## src/rtl/vram_cpu_access.sv

```systemverilog
// CPU-side VRAM port of the LSPC.
// Holds the VRAMADDR/VRAMMOD registers and the write-data latch. It turns CPU register
// strobes into write/read requests for the slow (lower) and fast (upper) VRAM cycle
// blocks, applies the post-write auto-increment, and captures read data into the
// VRAMRW read buffer.
// Ports:
//   CLK_24M, RESETP                   clock, synchronous active-high reset
//   CPU_DATA, WR_VRAMADDR/RW/MOD      CPU write data and 1-clk register strobes
//   LOW_/HIGH_WR_ACK, LOW_/HIGH_RD_ACK  cycle-block acks (selected by REG_VRAMADDR_MSB)
//   VRAM_LOW_READ, VRAM_HIGH_READ     read data buses from the cycle blocks
//   VRAM_ADDR, REG_VRAMADDR_MSB       address and half select to the cycle blocks
//   VRAM_WRITE                        write-data latch
//   nVRAM_WRITE_REQ, nVRAM_READ_REQ   active-low requests
//   CPU_READ_DATA, REG_VRAMMOD        VRAMRW read buffer and modulo readback
//   BUSY, OVERRUN                     request outstanding / sticky lost-strobe flag
module vram_cpu_access #(
    parameter bit PREFETCH = 1'b1,
    parameter bit QUEUE_EN = 1'b1
) (
    input  logic        CLK_24M,
    input  logic        RESETP,
    input  logic [15:0] CPU_DATA,
    input  logic        WR_VRAMADDR,
    input  logic        WR_VRAMRW,
    input  logic        WR_VRAMMOD,
    input  logic        LOW_WR_ACK,
    input  logic        HIGH_WR_ACK,
    input  logic        LOW_RD_ACK,
    input  logic        HIGH_RD_ACK,
    input  logic [15:0] VRAM_LOW_READ,
    input  logic [15:0] VRAM_HIGH_READ,
    output logic [14:0] VRAM_ADDR,
    output logic        REG_VRAMADDR_MSB,
    output logic [15:0] VRAM_WRITE,
    output logic        nVRAM_WRITE_REQ,
    output logic        nVRAM_READ_REQ,
    output logic [15:0] CPU_READ_DATA,
    output logic [15:0] REG_VRAMMOD,
    output logic        BUSY,
    output logic        OVERRUN
);

    typedef enum logic [1:0] {StIdle, StWritePend, StReadPend} state_e;

    state_e      state_q, state_d;
    logic [14:0] addr_q, addr_d;
    logic        msb_q, msb_d;
    logic [15:0] wdata_q, wdata_d;
    logic [15:0] rdata_q, rdata_d;
    logic [15:0] mod_q, mod_d;
    logic        overrun_q, overrun_d;
    logic        slot_valid_q, slot_valid_d;
    logic        slot_rw_q, slot_rw_d;       // 1 = VRAMRW, 0 = VRAMADDR
    logic [15:0] slot_data_q, slot_data_d;

    logic        wr_ack, rd_ack, free;
    logic        exec_valid, exec_rw;
    logic [15:0] exec_data;

    // State register
    always_ff @(posedge CLK_24M) begin
        if (RESETP) begin
            state_q      <= StIdle;
            addr_q       <= '0;
            msb_q        <= 1'b0;
            wdata_q      <= '0;
            rdata_q      <= '0;
            mod_q        <= '0;
            overrun_q    <= 1'b0;
            slot_valid_q <= 1'b0;
            slot_rw_q    <= 1'b0;
            slot_data_q  <= '0;
        end else begin
            state_q      <= state_d;
            addr_q       <= addr_d;
            msb_q        <= msb_d;
            wdata_q      <= wdata_d;
            rdata_q      <= rdata_d;
            mod_q        <= mod_d;
            overrun_q    <= overrun_d;
            slot_valid_q <= slot_valid_d;
            slot_rw_q    <= slot_rw_d;
            slot_data_q  <= slot_data_d;
        end
    end

    // Next-state logic
    always_comb begin
        state_d      = state_q;
        addr_d       = addr_q;
        msb_d        = msb_q;
        wdata_d      = wdata_q;
        rdata_d      = rdata_q;
        overrun_d    = overrun_q;
        slot_valid_d = slot_valid_q;
        slot_rw_d    = slot_rw_q;
        slot_data_d  = slot_data_q;
        exec_valid   = 1'b0;
        exec_rw      = 1'b0;
        exec_data    = '0;
        free         = 1'b0;

        wr_ack = msb_q ? HIGH_WR_ACK : LOW_WR_ACK;
        rd_ack = msb_q ? HIGH_RD_ACK : LOW_RD_ACK;
        // A modulo write on the same edge as an ack feeds the increment directly.
        mod_d  = WR_VRAMMOD ? CPU_DATA : mod_q;

        unique case (state_q)
            StIdle: free = 1'b1;
            StWritePend: begin
                if (wr_ack) begin
                    addr_d = addr_q + mod_d[14:0];
                    if (PREFETCH) begin
                        state_d = StReadPend;
                    end else begin
                        state_d = StIdle;
                        free    = 1'b1;
                    end
                end
            end
            StReadPend: begin
                if (rd_ack) begin
                    rdata_d = msb_q ? VRAM_HIGH_READ : VRAM_LOW_READ;
                    state_d = StIdle;
                    free    = 1'b1;
                end
            end
            default: state_d = StIdle;
        endcase

        // Command arbitration: the held slot goes first, then VRAMADDR, then VRAMRW.
        // Only one command starts per edge; the rest are held or dropped.
        if (free && slot_valid_q) begin
            exec_valid   = 1'b1;
            exec_rw      = slot_rw_q;
            exec_data    = slot_data_q;
            slot_valid_d = 1'b0;
        end
        if (WR_VRAMADDR) begin
            if (free && !exec_valid) begin
                exec_valid = 1'b1;
                exec_rw    = 1'b0;
                exec_data  = CPU_DATA;
            end else if (QUEUE_EN && !slot_valid_d) begin
                slot_valid_d = 1'b1;
                slot_rw_d    = 1'b0;
                slot_data_d  = CPU_DATA;
            end else begin
                overrun_d = 1'b1;
            end
        end
        if (WR_VRAMRW) begin
            if (free && !exec_valid) begin
                exec_valid = 1'b1;
                exec_rw    = 1'b1;
                exec_data  = CPU_DATA;
            end else if (QUEUE_EN && !slot_valid_d) begin
                slot_valid_d = 1'b1;
                slot_rw_d    = 1'b1;
                slot_data_d  = CPU_DATA;
            end else begin
                overrun_d = 1'b1;
            end
        end

        if (exec_valid) begin
            if (exec_rw) begin
                wdata_d = exec_data;
                state_d = StWritePend;
            end else begin
                {msb_d, addr_d} = exec_data;
                state_d         = PREFETCH ? StReadPend : StIdle;
            end
        end
    end

    // Outputs: requests decode straight from state, so they can never both be low.
    always_comb begin
        VRAM_ADDR        = addr_q;
        REG_VRAMADDR_MSB = msb_q;
        VRAM_WRITE       = wdata_q;
        nVRAM_WRITE_REQ  = (state_q != StWritePend);
        nVRAM_READ_REQ   = (state_q != StReadPend);
        CPU_READ_DATA    = rdata_q;
        REG_VRAMMOD      = mod_q;
        BUSY             = (state_q != StIdle);
        OVERRUN          = overrun_q;
    end

endmodule
```

## config.mk

```make
export PLATFORM = sky130hd
export DESIGN_NAME = vram_cpu_access
export DESIGN_NICKNAME = d
export VERILOG_FILES = /design/src/rtl/vram_cpu_access.sv
export SDC_FILE = /design/constraint.sdc
export NUM_CORES = 1
export LEC_CHECK = 0
export CAP_MARGIN = 15
export CORE_MARGIN = 2
export CORE_UTILIZATION = 45
export DETAILED_ROUTE_END_ITERATION = 8
export PLACE_DENSITY = 0.76
export SLEW_MARGIN = 10
export SYNTH_ARGS = -nofsm -noshare
export SYNTH_HDL_FRONTEND = slang
export SYNTH_SLANG_ARGS = --single-unit
export TNS_END_PERCENT = 20
```

## constraint.sdc

```tcl
create_clock -name CLK_24M -period 7.3 [get_ports CLK_24M]
set_input_delay 1.825 -clock CLK_24M [delete_from_list [all_inputs] [get_ports CLK_24M]]
set_output_delay 1.825 -clock CLK_24M [all_outputs]
set_load 0.02 [all_outputs]
```

== Word level (Yosys, flattened, before mapping) ==
Cells that the tools add are included.

* Logic and storage cells: 84
* Output and inout port bits: 68
* Input bits: 57
* Bits in registers: 85

* Bitwise gates (word level): 1
* Equality and inequality tests: 7
* Add/subtract/negate cells: 1
* Mux-type cells: 53
* Reduce and logical (&&, ||, !) cells: 11

{| class="wikitable"
|+ Operator list
! kind !! count
|-
| 16-bit 2-to-1 mux || 12
|-
| 15-bit 2-to-1 mux || 5
|-
| 1-bit 2-to-1 mux || 30
|-
| 15-bit adder || 1
|-
| 2-bit 2-to-1 mux || 4
|-
| 3-bit != test, second input constant || 2
|-
| 2-bit one-hot mux with 3 select lines || 1
|-
| 2-bit AND reduction || 3
|-
| 2-bit != test, second input constant || 2
|-
| 1-bit logical AND || 3
|-
| 3-bit AND reduction || 1
|-
| 2-bit by 1-bit == test with 1-bit output, second input constant || 1
|-
| 2-bit == test, second input constant || 1
|-
| 1-bit zero test || 2
|-
| 2-bit zero test || 1
|-
| 2-bit by 1-bit != test with 1-bit output, second input constant || 1
|-
| 1-bit one-hot mux with 2 select lines || 1
|-
| 2-bit nonzero test || 1
|-
| 1-bit inverter || 1
|}

== Depth between registers and ports, before layout ==
* Word-level depth: 15
* Mapped depth: 13
* Depth with buffers taken out: 11

== Worst setup path before layout ==
No wires, ideal clock.

* Kind: input to register
* From: input WR_VRAMMOD
* To: register addr_q[14], in the netlist VRAM_ADDR[14]
* Stages: 11
* Required time: 7.168 ns
* Library setup time: 0.132 ns
* Arrival time: 4.476 ns
* Path slack: 2.692 ns
* Buffers on the path: 2
* Cell sequence: clkbuf_1 buf_1 mux2_2 ha_1 and2_1 a221oi_1 a211oi_1 o21a_1 o221ai_1 mux2i_1 o21ai_0

* Word-level cells in the longest chain between the ends: 6

{| class="wikitable"
|+ Ends and longest elaborated chain
! what !! RTL line !! text
|-
| from (decl) || 25 || <nowiki>input logic WR_VRAMMOD,</nowiki>
|-
| 15-bit 2-to-1 mux (*) || 106 || <nowiki>mod_d = WR_VRAMMOD ? CPU_DATA : mod_q;</nowiki>
|-
| net mod_d[4] || 50 || <nowiki>logic [15:0] mod_q, mod_d;</nowiki>
|-
| 15-bit adder (*) || 112 || <nowiki>addr_d = addr_q + mod_d[14:0];</nowiki>
|-
| 15-bit 2-to-1 mux (*) || 111 || <nowiki>if (wr_ack) begin</nowiki>
|-
| 15-bit 2-to-1 mux (*) || 108 || <nowiki>unique case (state_q)</nowiki>
|-
| 15-bit 2-to-1 mux || 167 || <nowiki>if (exec_rw) begin</nowiki>
|-
| 15-bit 2-to-1 mux (*) || 166 || <nowiki>if (exec_valid) begin</nowiki>
|-
| to (signal assigned) || 75 || <nowiki>addr_q <= addr_d;</nowiki>
|-
| to (decl) || 46 || <nowiki>logic [14:0] addr_q, addr_d;</nowiki>
|}

The timed path passes the listed nets; every way through them passes the cells marked *.
A chain may end at the register's enable or synchronous reset.

== Final worst setup path ==
Ends and elaborated chain as after synthesis.

==> flow_summary.ini <==
[power_and_ir_drop]
power_density_nw_per_um2 = 235.2
leakagePower_nw = 2.168
power_mw = 1.357
ir_drop_mv = 0.1249

[synth]
netlist_top_cells_area = dfxtp_1, mux2i_1, a211oi_1, nor2_1, ha_1
synth_enable_flop_cells = 0
yosysMostFrequentCell = dfxtp_1
ys_seq_area_frac = 0.3951
async_flop_share = 0
ys.flop_type = dfxtp_1
synth_cells = 476
syn_area_um2 = 4307
synth_warnings = 0
synth_nets = 548
synth_top_area_cell = dfxtp_1
synth_top_cell_area_share = 0.3951
syn_area_per_cell_um2 = 9.048
ys_ff_latch = 85
synth_commonest_cells = dfxtp_1, nor2_1, a211oi_1, mux2i_1, a21oi_1
synth_cell_types = 50

[final_layout]
area_delta_synth_final_pct = 33.93
fill_cells = 814
final_cell_area_um2 = 5768
fin_util = 0.6213
antenna_cells = 0
layout.area.seq_um2 = 1702
instances_no_fill = 717
finalNetCount = 655
layout-drive-gt1-share = 0.07313
multi_input_area_um2 = 2445

[drt]
drc = 0
postRouteAntennaNets = 0
drtPass1Iterations = 4
vias = 3922
routed_wl_um = 11580
wire_per_inst_um = 16.15
drtIter0Drc = 118
via_per_inst = 5.470

[critical_path]
cp-end-kind = register
crit_path_start_kind = input port
crit_fanout = 16
criticalPathCategory = input port to register
arrival_ps = 4740
cp.required_ps = 7510

[status]
status = complete, no violations

[sta]
fin_ws_ps = 2772
finalCritPeriodShare = 0.6203
rsz0062_at_grt = false
fin_crit_ps = 4528
fmax_ghz = 0.2208
slew_violations = 0
maxSlewHeadroom = 0.2461
worst_slew_pin_slew_ps = 1127
hold_viol = 0
finalSetupViolCount = 0
hold-worst-slack_ps = 502.3
finalSetupTns_ps = 0
skew_ps = 18.84

[cts]
cts_setup_buffers = 0
cts.sinks = 85
h-tree-depth = 3
cts_buffer_depth = 2
worstSkewPairLatency_ps = 360
cts_hold_buf = 0
post_cts_resized = 0
cts_made_buffers = 9
cts_root_buffer = clkbuf_8
clkTransAtPathRegs_ps = 90
cts_tree = done

[flow_run]
cap_violations = 0

[floorplanning]
start_util = 0.4639
ioPinCount = 125
core_region_area_um2 = 9284
die_w_um = 101.8
dieHeight_um = 101.8
die-area_um2 = 10370
num_rows = 35

[placement]
place_ws_ps = 2418
globalplace.congestion = 0.8919
placed_area_um2 = 5589
placedCellCount = 701
portBuffers = 124
dp_hpwl_um = 8497

[grt]
grt_pass1_wl_um = 17930
grt_pass1_vias = 3703
grt_overflow_total = 0
grt_use_total = 0.2170
antenna_found_initial = 0
grt_start_max_net_pins = 74

[min_path]
holdCritPathClass = register to register
## cell families after synthesis
family	after synthesis	synth area share
and+or+nand+nor	155	0.1708
adders and majority gates	16	0.04765
muxes	58	0.1386
xor gates and xnor gates	6	0.01220
buffers and inverters	37	0.03893
AOI/OAI and AO/OA	119	0.1967
DFF	85	0.3951
## flip-flops by register name, summed over array words and instances, names as in the netlist
name,count
OVERRUN,1
state_q,2
VRAM_ADDR,15
REG_VRAMADDR_MSB,1
slot_data_q,16
CPU_READ_DATA,16
slot_valid_q,1
slot_rw_q,1
VRAM_WRITE,16
REG_VRAMMOD,16
## cells in the final DEF (no fill, tap or decap), drive strengths merged, types with 6 or more instances in the layout
cell,n
a21oi,24
inv,9
dfxtp,85
a22oi,10
mux2,13
nor3,12
o21ai,9
nor2,80
nor3b,9
clkdlybuf4s50,123
nor2b,16
ha,14
nand2,16
clkbuf,9
nand3,6
a211oi,47
a21o,8
mux2i,45
## path summary, 6_finish.rpt
kind / startpoint / endpoint / slack (ps) / cells after the start
min reg2reg: VRAM_WRITE[0] / VRAM_WRITE[0] / 500 / 2
max: WR_VRAMMOD / VRAM_ADDR[14] / 2770 / 11
min: VRAM_WRITE[0] / VRAM_WRITE[0] / 500 / 2
max reg2reg: REG_VRAMADDR_MSB / slot_data_q[0] / 3590 / 6
## critical path, cell delays in order
cell             delay [ps]
clkdlybuf4s50_1         450
buf_4                   260
mux2_2                  380
ha_1                    330
and2_1                  190
a221oi_1                400
a211oi_1                170
o21a_1                  210
o221ai_1                230
mux2i_1                 200
o21ai_0                  80
## layer usage
metal,track usage,routed length [um],vias to the layer above,part of all wire
met3,0.03352,737,16,0.064
met1,0.2890,5369,1834,0.46
li1,-,-,1941,-
met5,0,0,-,0
met4,0.07077,162,0,0.014
met2,0.3623,5309,131,0.46
## power by group
part	internal [mW]	leakage [nW]	switching, mW
Combinational	0.226	1.38	0.257
Sequential	0.517	0.699	0.0471
Clock	0.127	0.0866	0.183
## cell type report
class | instances | share of cell area
clock inverter | 7 | 0.009544
tap | 129 | 0.02798
inverter | 6 | 0.003905
clock buffer | 9 | 0.02148
timing repair buffer | 127 | 0.2182
sequential | 85 | 0.2950
multi-input combinational | 354 | 0.4239
Power figures use the tool's default switching activity.
